`config.mk`:
```
export PLATFORM = sky130hd
export DESIGN_NAME = icon_blitter_flat
export DESIGN_NICKNAME = d
export VERILOG_FILES = /design/src/rtl/icon_pkg.sv /design/src/rtl/icon_blitter_if.sv /design/src/rtl/icon_latency_counter.sv /design/src/rtl/icon_blitter.sv /design/src/flat_wrapper.sv
export SDC_FILE = /design/constraint.sdc
export NUM_CORES = 1
export LEC_CHECK = 0
export BUFFER_PORTS_ARGS = -buffer_cell sky130_fd_sc_hd__buf_2
export CAP_MARGIN = 15
export CORE_ASPECT_RATIO = 1.4
export CORE_MARGIN = 2
export CORE_UTILIZATION = 55
export CTS_BUF_LIST = sky130_fd_sc_hd__clkbuf_8 sky130_fd_sc_hd__clkbuf_16
export DETAILED_ROUTE_END_ITERATION = 8
export PLACE_DENSITY = 0.8
export SYNTH_ARGS = -nofsm -noshare
export SYNTH_HDL_FRONTEND = slang
export SYNTH_SLANG_ARGS = --single-unit
```
`constraint.sdc`:
```
create_clock -name clock -period 3.7 [get_ports clock]
set_input_delay 0.925 -clock clock [delete_from_list [all_inputs] [get_ports clock]]
set_output_delay 0.925 -clock clock [all_outputs]
set_load 0.01 [all_outputs]
```
`src/rtl/icon_pkg.sv`:
```
// Shared constants, state encoding and helpers for the icon blitter and its neighbours.
// Pure declarations: no logic, no latency, no flow control.
package icon_pkg;

    localparam logic [3:0] DIR_RIGHT = 4'b0001;
    localparam logic [3:0] DIR_DOWN  = 4'b0010;
    localparam logic [3:0] DIR_LEFT  = 4'b0100;
    localparam logic [3:0] DIR_UP    = 4'b1000;

    localparam int ICON_SIZE   = 16;
    localparam int ICON_PIXELS = 256;

    localparam logic [15:0] RGB_BLACK   = 16'h0000;
    localparam logic [15:0] RGB_WHITE   = 16'hFFFF;
    localparam logic [15:0] RGB_RED     = 16'hF800;
    localparam logic [15:0] RGB_GREEN   = 16'h07E0;
    localparam logic [15:0] RGB_BLUE    = 16'h001F;
    localparam logic [15:0] RGB_MAGENTA = 16'hF81F;

    localparam int SCREEN_TILES_X = 15;
    localparam int SCREEN_TILES_Y = 20;

    typedef enum logic [1:0] {
        IDLE   = 2'd0,
        WAIT   = 2'd1,
        WRITE  = 2'd2,
        FINISH = 2'd3
    } blit_state_t;

    function automatic logic is_onehot4(input logic [3:0] d);
        return (d != 4'd0) && ((d & (d - 4'd1)) == 4'd0);
    endfunction

endpackage

```
`src/rtl/icon_blitter_if.sv`:
```
// Start/rotator/pixel-sink signal bundle for icon_blitter.
// master = blitter side, slave = controller, rotator and framebuffer side.
interface icon_blitter_if;
    logic        start;
    logic [3:0]  tileX;
    logic [4:0]  tileY;
    logic [3:0]  directionIn;
    logic [3:0]  direction;
    logic [7:0]  address;
    logic [15:0] pixelData;
    logic        pixelWrite;
    logic        pixelReady;
    logic [7:0]  pixelX;
    logic [8:0]  pixelY;
    logic [15:0] pixelRawData;
    logic        busy;
    logic        done;
    logic        error;

    modport master (
        input  start, tileX, tileY, directionIn, pixelData, pixelReady,
        output direction, address, pixelWrite, pixelX, pixelY, pixelRawData,
        output busy, done, error
    );

    modport slave (
        output start, tileX, tileY, directionIn, pixelData, pixelReady,
        input  direction, address, pixelWrite, pixelX, pixelY, pixelRawData,
        input  busy, done, error
    );
endinterface

```
`src/rtl/icon_latency_counter.sv`:
```
// Down-counter giving the pixelData sample strobe ROM_LATENCY edges after each load.
// Strobe is combinational from the count; no backpressure, reloads take priority.
module icon_latency_counter #(
    parameter int ROM_LATENCY = 1
) (
    input  logic clock,
    input  logic reset_n,
    input  logic load,
    input  logic count_en,
    output logic strobe
);

    localparam logic [1:0] LOAD_VAL = 2'(ROM_LATENCY - 1);

    logic [1:0] cnt;

    always_ff @(posedge clock or negedge reset_n) begin
        if (!reset_n) begin
            cnt <= 2'd0;
        end else if (load) begin
            cnt <= LOAD_VAL;
        end else if (count_en && (cnt != 2'd0)) begin
            cnt <= cnt - 2'd1;
        end
    end

    assign strobe = count_en && (cnt == 2'd0);

endmodule

```
`src/rtl/icon_blitter.sv`:
```
// Sweeps a 16x16 rotator icon and streams non-transparent pixels with screen coordinates.
// ROM_LATENCY+1 cycles per written pixel; holds pixelWrite and data stable until pixelReady.
module icon_blitter
    import icon_pkg::*;
#(
    parameter int          ROM_LATENCY        = 1,
    parameter bit          TRANSPARENT_EN     = 1'b1,
    parameter logic [15:0] TRANSPARENT_COLOUR = RGB_MAGENTA,
    parameter int          TILES_X            = SCREEN_TILES_X,
    parameter int          TILES_Y            = SCREEN_TILES_Y
) (
    input  logic           clock,
    input  logic           reset_n,
    icon_blitter_if.master bus
);

    blit_state_t state, state_nxt;
    logic [7:0]  addr_q, addr_nxt;
    logic [3:0]  dir_q, dir_nxt;
    logic [3:0]  tile_x_q, tile_x_nxt;
    logic [4:0]  tile_y_q, tile_y_nxt;
    logic        wr_q, wr_nxt;
    logic [7:0]  px_q, px_nxt;
    logic [8:0]  py_q, py_nxt;
    logic [15:0] dat_q, dat_nxt;
    logic        busy_q, busy_nxt;
    logic        done_q, done_nxt;
    logic        err_q, err_nxt;
    logic        lat_load;
    logic        sample;
    logic        tile_bad;
    logic        last_pixel;

    icon_latency_counter #(.ROM_LATENCY(ROM_LATENCY)) u_lat (
        .clock    (clock),
        .reset_n  (reset_n),
        .load     (lat_load),
        .count_en (state == WAIT),
        .strobe   (sample)
    );

    assign tile_bad   = (32'(bus.tileX) >= 32'(TILES_X)) || (32'(bus.tileY) >= 32'(TILES_Y));
    assign last_pixel = (addr_q == 8'hFF);

    always_ff @(posedge clock or negedge reset_n) begin
        if (!reset_n) begin
            state    <= IDLE;
            addr_q   <= 8'd0;
            dir_q    <= DIR_RIGHT;
            tile_x_q <= 4'd0;
            tile_y_q <= 5'd0;
            wr_q     <= 1'b0;
            px_q     <= 8'd0;
            py_q     <= 9'd0;
            dat_q    <= 16'd0;
            busy_q   <= 1'b0;
            done_q   <= 1'b0;
            err_q    <= 1'b0;
        end else begin
            state    <= state_nxt;
            addr_q   <= addr_nxt;
            dir_q    <= dir_nxt;
            tile_x_q <= tile_x_nxt;
            tile_y_q <= tile_y_nxt;
            wr_q     <= wr_nxt;
            px_q     <= px_nxt;
            py_q     <= py_nxt;
            dat_q    <= dat_nxt;
            busy_q   <= busy_nxt;
            done_q   <= done_nxt;
            err_q    <= err_nxt;
        end
    end

    always_comb begin
        state_nxt  = state;
        addr_nxt   = addr_q;
        dir_nxt    = dir_q;
        tile_x_nxt = tile_x_q;
        tile_y_nxt = tile_y_q;
        wr_nxt     = wr_q;
        px_nxt     = px_q;
        py_nxt     = py_q;
        dat_nxt    = dat_q;
        busy_nxt   = busy_q;
        done_nxt   = 1'b0;
        err_nxt    = err_q;
        lat_load   = 1'b0;

        case (state)
            IDLE: begin
                if (bus.start) begin
                    if (tile_bad) begin
                        // Rejected request still completes with a done pulse.
                        err_nxt   = 1'b1;
                        done_nxt  = 1'b1;
                        state_nxt = FINISH;
                    end else begin
                        busy_nxt   = 1'b1;
                        addr_nxt   = 8'd0;
                        tile_x_nxt = bus.tileX;
                        tile_y_nxt = bus.tileY;
                        lat_load   = 1'b1;
                        state_nxt  = WAIT;
                        if (is_onehot4(bus.directionIn)) begin
                            dir_nxt = bus.directionIn;
                        end
                    end
                end
            end
            WAIT: begin
                if (sample) begin
                    if (TRANSPARENT_EN && (bus.pixelData == TRANSPARENT_COLOUR)) begin
                        if (last_pixel) begin
                            done_nxt  = 1'b1;
                            state_nxt = FINISH;
                        end else begin
                            addr_nxt = addr_q + 8'd1;
                            lat_load = 1'b1;
                        end
                    end else begin
                        dat_nxt   = bus.pixelData;
                        px_nxt    = {tile_x_q, addr_q[3:0]};
                        py_nxt    = {tile_y_q, addr_q[7:4]};
                        wr_nxt    = 1'b1;
                        state_nxt = WRITE;
                    end
                end
            end
            WRITE: begin
                if (bus.pixelReady) begin
                    wr_nxt = 1'b0;
                    if (last_pixel) begin
                        done_nxt  = 1'b1;
                        state_nxt = FINISH;
                    end else begin
                        addr_nxt  = addr_q + 8'd1;
                        lat_load  = 1'b1;
                        state_nxt = WAIT;
                    end
                end
            end
            FINISH: begin
                busy_nxt  = 1'b0;
                state_nxt = IDLE;
            end
            default: state_nxt = IDLE;
        endcase
    end

    assign bus.direction    = dir_q;
    assign bus.address      = addr_q;
    assign bus.pixelWrite   = wr_q;
    assign bus.pixelX       = px_q;
    assign bus.pixelY       = py_q;
    assign bus.pixelRawData = dat_q;
    assign bus.busy         = busy_q;
    assign bus.done         = done_q;
    assign bus.error        = err_q;

endmodule

```
`src/flat_wrapper.sv`:
```
// flat-port wrapper written by rule: the top's interface ports become plain ports
module icon_blitter_flat import icon_pkg::*;
#(
    parameter int          ROM_LATENCY        = 1,
    parameter bit          TRANSPARENT_EN     = 1'b1,
    parameter logic [15:0] TRANSPARENT_COLOUR = RGB_MAGENTA,
    parameter int          TILES_X            = SCREEN_TILES_X,
    parameter int          TILES_Y            = SCREEN_TILES_Y
)
  (clock, reset_n, bus_start, bus_tileX, bus_tileY, bus_directionIn, bus_pixelData, bus_pixelReady, bus_direction, bus_address, bus_pixelWrite, bus_pixelX, bus_pixelY, bus_pixelRawData, bus_busy, bus_done, bus_error);
  icon_blitter_if bus_i ();
  input  logic clock;
  input  logic reset_n;
  input wire logic [$bits(bus_i.start)-1:0] bus_start;
  input wire logic [$bits(bus_i.tileX)-1:0] bus_tileX;
  input wire logic [$bits(bus_i.tileY)-1:0] bus_tileY;
  input wire logic [$bits(bus_i.directionIn)-1:0] bus_directionIn;
  input wire logic [$bits(bus_i.pixelData)-1:0] bus_pixelData;
  input wire logic [$bits(bus_i.pixelReady)-1:0] bus_pixelReady;
  output wire logic [$bits(bus_i.direction)-1:0] bus_direction;
  output wire logic [$bits(bus_i.address)-1:0] bus_address;
  output wire logic [$bits(bus_i.pixelWrite)-1:0] bus_pixelWrite;
  output wire logic [$bits(bus_i.pixelX)-1:0] bus_pixelX;
  output wire logic [$bits(bus_i.pixelY)-1:0] bus_pixelY;
  output wire logic [$bits(bus_i.pixelRawData)-1:0] bus_pixelRawData;
  output wire logic [$bits(bus_i.busy)-1:0] bus_busy;
  output wire logic [$bits(bus_i.done)-1:0] bus_done;
  output wire logic [$bits(bus_i.error)-1:0] bus_error;
  assign bus_i.start = bus_start;
  assign bus_i.tileX = bus_tileX;
  assign bus_i.tileY = bus_tileY;
  assign bus_i.directionIn = bus_directionIn;
  assign bus_i.pixelData = bus_pixelData;
  assign bus_i.pixelReady = bus_pixelReady;
  assign bus_direction = bus_i.direction;
  assign bus_address = bus_i.address;
  assign bus_pixelWrite = bus_i.pixelWrite;
  assign bus_pixelX = bus_i.pixelX;
  assign bus_pixelY = bus_i.pixelY;
  assign bus_pixelRawData = bus_i.pixelRawData;
  assign bus_busy = bus_i.busy;
  assign bus_done = bus_i.done;
  assign bus_error = bus_i.error;
  icon_blitter #(.ROM_LATENCY(ROM_LATENCY), .TRANSPARENT_EN(TRANSPARENT_EN), .TRANSPARENT_COLOUR(TRANSPARENT_COLOUR), .TILES_X(TILES_X), .TILES_Y(TILES_Y)) u_core (.clock(clock), .reset_n(reset_n), .bus(bus_i));
endmodule
```
==> impl_results.md, run 1 <==
* Buf/Inv on CP at 1
* Total GRT Usage at 22.9%
* Critical Path Fanout Max at 16
* Skew final at 0.00652 ns
* Layout Area Growth over Synthesis at 25.1%
* Clock Power Share at 22.9%
* Overall power at 2.89 mW
* Post-Route Setup TNS at 0 ns
* Die width at 64.9 um
* Post-CTS Setup Inserts at 0
* Crit path max-delay cell type: or4_1
* Placed cells at 375
* Gpl congestion at 0.786
* Synthesized area at 2850 sq um
* Clk slew on worst S/H paths at 0.07 ns
* Yosys warning count at 0
* Reg power frac at 38.0%
* DRC violations left at 0
* Critical Path End Type: flop
* Post-cts hold buffer count at 0
* Vias in the first global route at 2205
* # setup viols final at 0
* Congestion Overflow GR at 0
* Initial Util at 56.1%
* Post-synthesis net count at 274
* Sw Pwr at 963 uW
* Final cell count without fillers at 391
* Syn avg cell area at 12.2 sq um
* IO Count at 82
* Area of the core at 5080 sq um
* Max stage delay on crit path at 0.61 ns
* Status: completed
* Synth top area cells: dfrtp_1 (54%), mux2_2 (17%), ha_1 (3.5%)
* Seq/Total Area, Yosys at 54.5%
* Post_cts resized at 0
* Fmax at 0.354 GHz
* Design area at 3570 sq um
* Root Buffer Master: clkbuf_8
* Clock Latency Late Sink at 0.33 ns
* Tcrit/Tclk final at 76.4%
* Fillers at 379
* Max-Cap Viols at 0
* Pint at 1.92 mW
* CP Cell Sequence: buf_2 -> or4b_4 -> o41ai_4 -> o2111ai_2 -> or4_1 -> a21oi_1
* Met1 Wirelength at 2330 um
* Vias after detailed routing at 2174
* Pin count of the biggest net entering global routing at 44
* Slew Limit Fails at 0
* DRT Pass-1 Iters at 4
* Gate power share at 39.1%
* Die height at 89.2 um
* # diodes at 0
* Clock sinks at 62
* Clock buffer depth at 2
* Fin. Hold Viols at 0
* CTS tree: done
* Top Layer Used: met4
* WL/cell at 15.4 um
* Worst slew pin tran at 0.932 ns
* Antenna Violating Nets Remaining at 0
* Slew HR at 37.9%
* Cell family with most CP delay: simple AND/OR/NAND/NOR gates
* Cell Area, Placed at 3340 sq um
* Net Sw Frac at 33.4%
* Crit path DAT at 3.09 ns
* Worst Hold Class: reg -> reg
* Pwr dens at 809 nW/um^2
* Routed Wire Length at 6010 um
* Critical path class: in -> reg
* Die Area at 5780 sq um
* Met2 Routed Length at 3200 um
* Routed vias/inst at 5.56
* Fin Hold WS at 0.487 ns
* Iter 0 DRT Violations at 90
* Fin crit period at 2.82 ns
* Met3 Wirelength at 329 um
* Port Buf Inserts at 81
* Yosys top cell area share at 53.5%
* CTS Buf Count at 9
* Pleak at 1.73 nW
* Num rows at 31
* Worst setup SP type: input port
* Reg2Reg Setup Slack at 0.94 ns
* Final nets at 361
* Initial antenna violation count at 0
* FF+latch count, synth at 62
* H-tree depth at 3
* FF+latch area at 1550 sq um
* Leading area contributor after synthesis: dfrtp_1
* Area of the multi-input gates at 1230 sq um
* Peak supply drop at 0.000551 V
* First-pass GRT wire length at 9890 um
* Hpwl dp at 4380 um
* Layout cell share with drive strength beyond 1 at 46.5%
* Cell variety after synth at 41
* Synth Instances at 233
* RSZ-0062 raised after global routing: false
* CP required at 3.96 ns
==> registers in the layout, indices dropped and copies added, names as in the netlist, 2 cells and up <==
| register | count |
|---|---|
| u_core.bus.pixelRawData | 16 |
| u_core.bus.pixelY | 9 |
| u_core.bus.address | 8 |
| u_core.bus.pixelX | 8 |
| u_core.tile_y_q | 5 |
| u_core.bus.direction | 4 |
| u_core.tile_x_q | 4 |
| u_core.state | 2 |
| u_core.u_lat.cnt | 2 |
==> synthesized netlist by cell type <==
| cell | number |
|---|---|
| dfrtp_1 | 61 |
| mux2_2 | 43 |
| nand2_1 | 14 |
| o21ai_0 | 12 |
| a21oi_1 | 11 |
| ha_1 | 8 |
| inv_1 | 8 |
| nor2_1 | 8 |
| nand3_1 | 7 |
| clkbuf_1 | 5 |
| o31ai_1 | 5 |
| or3_1 | 5 |
| buf_2 | 4 |
| nand4_1 | 4 |
| nor2b_1 | 3 |
| nor3_1 | 3 |
| nor4_1 | 3 |
| or4_1 | 3 |
| a32o_1 | 2 |
| or2_2 | 2 |
| xor2_1 | 2 |
| a21bo_2 | 1 |
| a21boi_0 | 1 |
| a21o_1 | 1 |
| a22o_1 | 1 |
| a31oi_1 | 1 |
| and3_1 | 1 |
| dfstp_2 | 1 |
| maj3_1 | 1 |
| mux2i_1 | 1 |
| nand2b_1 | 1 |
| nand4b_1 | 1 |
| nand4bb_1 | 1 |
| o2111ai_2 | 1 |
| o21a_1 | 1 |
| o221a_2 | 1 |
| o22a_1 | 1 |
| o41ai_1 | 1 |
| o41ai_4 | 1 |
| or4b_4 | 1 |
| xnor2_1 | 1 |
==> layout make-up <==
type,count,share of cell area (%)
Sequential cell,62,43.5
Multi-Input combinational cell,154,34.5
Timing Repair Buffer,85,12.6
Clock buffer,11,4.24
Tap cell,66,2.31
Clock inverter,5,2.07
Inverter,8,0.842
==> layout by cell type (no fill, tap or decap), types with 2 or more instances in the layout <==
cell       instances
a32o_1             2
xor2_1             2
nand3_1            7
buf_4              3
nor3_1             3
clkbuf_8          11
nand4_1            4
o31ai_1            5
dfrtp_1           61
nor2b_1            3
o21ai_0           12
mux2_2            43
buf_2             81
or3_1              5
nor2_1             8
a21oi_1           11
inv_1              9
nor4_1             3
nand2_1           14
or4_1              3
or2_2              2
bufinv_16          2
ha_1               8
clkinv_2           2
==> logic make-up (layout without fill, tap and decap cells) <==
family	count (synthesis)	after routing	share of synthesized area [%]
DFF	62	62	54.5
and+or+nand+nor	57	57	10.8
muxes	44	44	17.3
AOI/OAI and AO/OA	41	41	10.2
buffers and inverters	17	109	2.41
adders and majority gates	9	9	3.86
xor gates and xnor gates	3	3	0.922
==> metrics by stage <==
step           utilization, %  setup WS [ns]
2_1_floorplan               -          0.940
3_3_place_gp             65.8          0.597
3_5_place_dp             65.8          0.529
4_1_cts                  70.2          0.884
5_1_grt                  70.2          0.729
6_report                 70.2          0.875
==> path summary, 6_finish.rpt <==
path,start,endpoint,cells after the start
worst max-delay path,bus_pixelData[9],u_core.bus.address[7],6
max in group asynchronous,reset_n,u_core.state[1],2
worst min register to register,u_core.bus.error,u_core.bus.error,1
min in group asynchronous,reset_n,u_core.bus.pixelRawData[3],1
worst max register to register,u_core.state[1],u_core.bus.address[7],7
worst min-delay path,u_core.bus.error,u_core.bus.error,1
==> power by group through the flow <==
stage                     logic [mW]  clock network [mW]  registers (mW)
after floorplan                0.663                   0            1.18
after detailed placement        1.13                   0            1.11
after global placement          1.10                   0            1.09
final                           1.13               0.661            1.10
after CTS                       1.14               0.671            1.10
after global routing            1.24               0.701            1.13
==> worst register-to-register path, cell delays in order, from the launching register on <==
cell and delay [ns]:
dfrtp_1 0.44, inv_1 0.11, ha_1 0.31, nor2b_1 0.23
nor4_1 0.40, o2111ai_2 0.44, or4_1 0.61, a21oi_1 0.15
==> metal layers <==
layer	vias up	global-route usage, %
met1	1064	24.3
met2	73	42.0
met5	-	0
met4	0	11.4
li1	1020	-
met3	17	5.67
Power figures use the tool's default switching activity.
==> inputs of run 2 (changes only) <==
--- a/config.mk
+++ b/config.mk
@@ -9,10 +9,10 @@
 export CAP_MARGIN = 15
 export CORE_ASPECT_RATIO = 1.4
 export CORE_MARGIN = 2
-export CORE_UTILIZATION = 55
+export CORE_UTILIZATION = 47
 export CTS_BUF_LIST = sky130_fd_sc_hd__clkbuf_8 sky130_fd_sc_hd__clkbuf_16
 export DETAILED_ROUTE_END_ITERATION = 8
-export PLACE_DENSITY = 0.8
+export PLACE_DENSITY = 0.72
 export SYNTH_ARGS = -nofsm -noshare
 export SYNTH_HDL_FRONTEND = slang
 export SYNTH_SLANG_ARGS = --single-unit
==> constraint.sdc (replaced) <==
create_clock -name clock -period 2.4 [get_ports clock]
set_input_delay 0.6 -clock clock [delete_from_list [all_inputs] [get_ports clock]]
set_output_delay 0.6 -clock clock [all_outputs]
set_load 0.01 [all_outputs]
==> run 2 against run 1 <==
Net effect: worst setup slack got worse by 0.73 ns; critical path depth up 2; wire length is 2.4% lower; final cell count grew 4.1%; sequential power grew 52%; via count increased by 2.3%; die area up 16%; global-route usage shrank 3.6 points; critical endpoint is now u_core.bus.address[3]; largest power group unchanged; highest routed layer unchanged.
==> impl_results.md, run 2 (synthesis gave the netlist of run 1 again) <==
* Skew final at 0.0103 ns (was 0.00652 ns)
* Num rows at 33 (was 31)
* CTS Buf Count at 9 (unchanged)
* Die Area at 6710 sq um (was 5780 sq um)
* Status: completed (unchanged)
* Die width at 69.8 um (was 64.9 um)
* Net Sw Frac at 34.2% (was 33.4%)
* Pint at 2.85 mW (was 1.92 mW)
* Clock Power Share at 17.9% (was 22.9%)
* WL/cell at 14.4 um (was 15.4 um)
* Crit path launch: u_core.state[0] (was bus_pixelData[9])
* # setup viols final at 0 (unchanged)
* H-tree depth at 3 (unchanged)
* Routed Wire Length at 5860 um (was 6010 um)
* Area of the core at 5860 sq um (was 5080 sq um)
* CP required at 2.66 ns (was 3.96 ns)
* Die height at 96.2 um (was 89.2 um)
* Pin count of the biggest net entering global routing at 44 (unchanged)
* Max-Cap Viols at 0 (unchanged)
* IO Count at 82 (unchanged)
* Worst Hold Class: in -> async (was reg -> reg)
* Port Buf Inserts at 81 (unchanged)
* Clock sinks at 62 (unchanged)
* Worst setup SP type: flop (was input port)
* RSZ-0062 raised after global routing: false (unchanged)
* Total GRT Usage at 19.2% (was 22.9%)
* R2R Path End: u_core.bus.address[3] (was u_core.bus.address[7])
* Routed vias/inst at 5.47 (was 5.56)
* Clock buffer depth at 2 (unchanged)
* Pwr dens at 1190 nW/um^2 (was 809 nW/um^2)
* Vias in the first global route at 2234 (was 2205)
* Reg2Reg Setup Slack at 0.14 ns (was 0.94 ns)
* Gpl congestion at 0.776 (was 0.786)
* Max reg flops at 16 (unchanged)
* Critical Path End Type: flop (unchanged)
* R2R cell count at 8 (was 7)
* Fmax at 0.443 GHz
* Peak supply drop at 0.000721 V (was 0.000551 V)
* DRC violations left at 0 (unchanged)
* Overall power at 4.34 mW (was 2.89 mW)
* Vias after detailed routing at 2225 (was 2174)
* Layout cell share with drive strength beyond 1 at 48.7% (was 46.5%)
* Fin. Hold Viols at 0 (unchanged)
* Sw Pwr at 1.48 mW (was 963 uW)
* Root Buffer Master: clkbuf_8 (unchanged)
* Pleak at 1.78 nW (was 1.73 nW)
* Fin crit period at 2.26 ns
* Hpwl dp at 4370 um (was 4380 um)
* Worst Setup Slack, final at 0.141 ns (was 0.875 ns)
* Layout Area Growth over Synthesis at 27.6% (was 25.1%)
* Tcrit/Tclk final at 94.1%
* Final cell count without fillers at 407 (was 391)
* Placed cells at 390 (was 375)
* Dpl ws at -0.197 ns (was 0.529 ns)
* Cell Area, Placed at 3460 sq um (was 3340 sq um)
* Initial Util at 48.6% (was 56.1%)
* Congestion Overflow GR at 0 (unchanged)
* Crit path DAT at 2.52 ns (was 3.09 ns)
* # diodes at 0 (unchanged)
* Fillers at 496 (was 379)
* R2R Path Start: u_core.state[0] (was u_core.state[1])
* Clk slew on worst S/H paths at 0.06 ns (was 0.07 ns)
* Gate power share at 43.6% (was 39.1%)
* Design area at 3640 sq um (was 3570 sq um)
* Iter 0 DRT Violations at 75 (was 90)
* Critical Path Fanout Max at 13 (was 16)
* Reg power frac at 38.4% (was 38.0%)
* Critical path class: reg -> reg (was in -> reg)
* Clock Latency Late Sink at 0.34 ns (was 0.33 ns)
* Slew Limit Fails at 0 (unchanged)
* Worst slew pin tran at 0.473 ns (was 0.932 ns)
* Most frequent cells in the layout: buf_2 (81), dfrtp_1 (60), mux2_2 (43) (was buf_2 (81), dfrtp_1 (61), mux2_2 (43))
* Initial antenna violation count at 0 (unchanged)
* DRT Pass-1 Iters at 5 (was 4)
* Most common cell after layout, fill and taps aside: buf_2 (unchanged)
* Slew HR at 68.5% (was 37.9%)
* First-pass GRT wire length at 10000 um (was 9890 um)
* Final nets at 373 (was 361)
* Post-cts hold buffer count at 0 (unchanged)
* Antenna Violating Nets Remaining at 0 (unchanged)
* CTS tree: done (unchanged)
-- run 2: final cells by class --
type                    instances  area, sq um  share of cell area [%]
flip-flops and latches         62         1550                    42.7
multi-input cells             154         1240                    34.0
repair buffers                 97          563                    15.5
clock buffers                  10          138                    3.78
well taps                      70         87.6                    2.41
clock inverters                 6         30.0                   0.825
inverters                       8         30.0                   0.825
-- run 2: power by group through the flow --
stage                     clock network, mW  logic [mW]  registers (mW)
after floorplan                           0        1.02            1.82
after global placement                    0        1.85            1.67
after detailed placement                  0        1.90            1.69
after CTS                             0.811        1.91            1.67
after global routing                  0.856        2.08            1.72
final                                 0.778        1.89            1.67
-- run 2: worst max path at each step --
stage / end
2_1_floorplan: u_core.bus.pixelRawData[0]
3_3_place_gp: u_core.bus.address[3]
3_5_place_dp: u_core.bus.address[3]
4_1_cts: u_core.bus.address[3]
5_1_grt: u_core.bus.address[3]
6_report: u_core.bus.address[3]
-- run 2: per-layer routing --
layer	vias to the layer above	track usage [%]	part of all wire, %
met5	-	0	0
li1	1048	-	-
met3	17	2.93	5.3
met1	1084	23.1	42
met4	0	11.5	2.8
met2	76	32.8	50
-- run 2: worst max-delay path, cell delays in order (launching register included) --
cell       delay (ns)
dfrtp_1          0.37
buf_4            0.16
ha_1             0.21
nor2b_1          0.15
nor4_2           0.37
o2111ai_2        0.22
buf_4            0.22
or3_1            0.35
a21oi_1          0.15
-- run 2: timing repair --
action                     CTS  global route
resized for setup            1             1
pin swaps                    0             2
setup endpoints to repair    1             5
setup buffers                0             1
-- run 2: metrics by stage --
step,hold slack (ns),setup TNS (ns),util (%)
global route,0.242,0,62.1
CTS,0.213,0,61.9
global placement,0.467,-1.22,58.9
floorplan,0.304,0,-
finish,0.213,0,62.1
detailed placement,0.462,-2.16,58.9
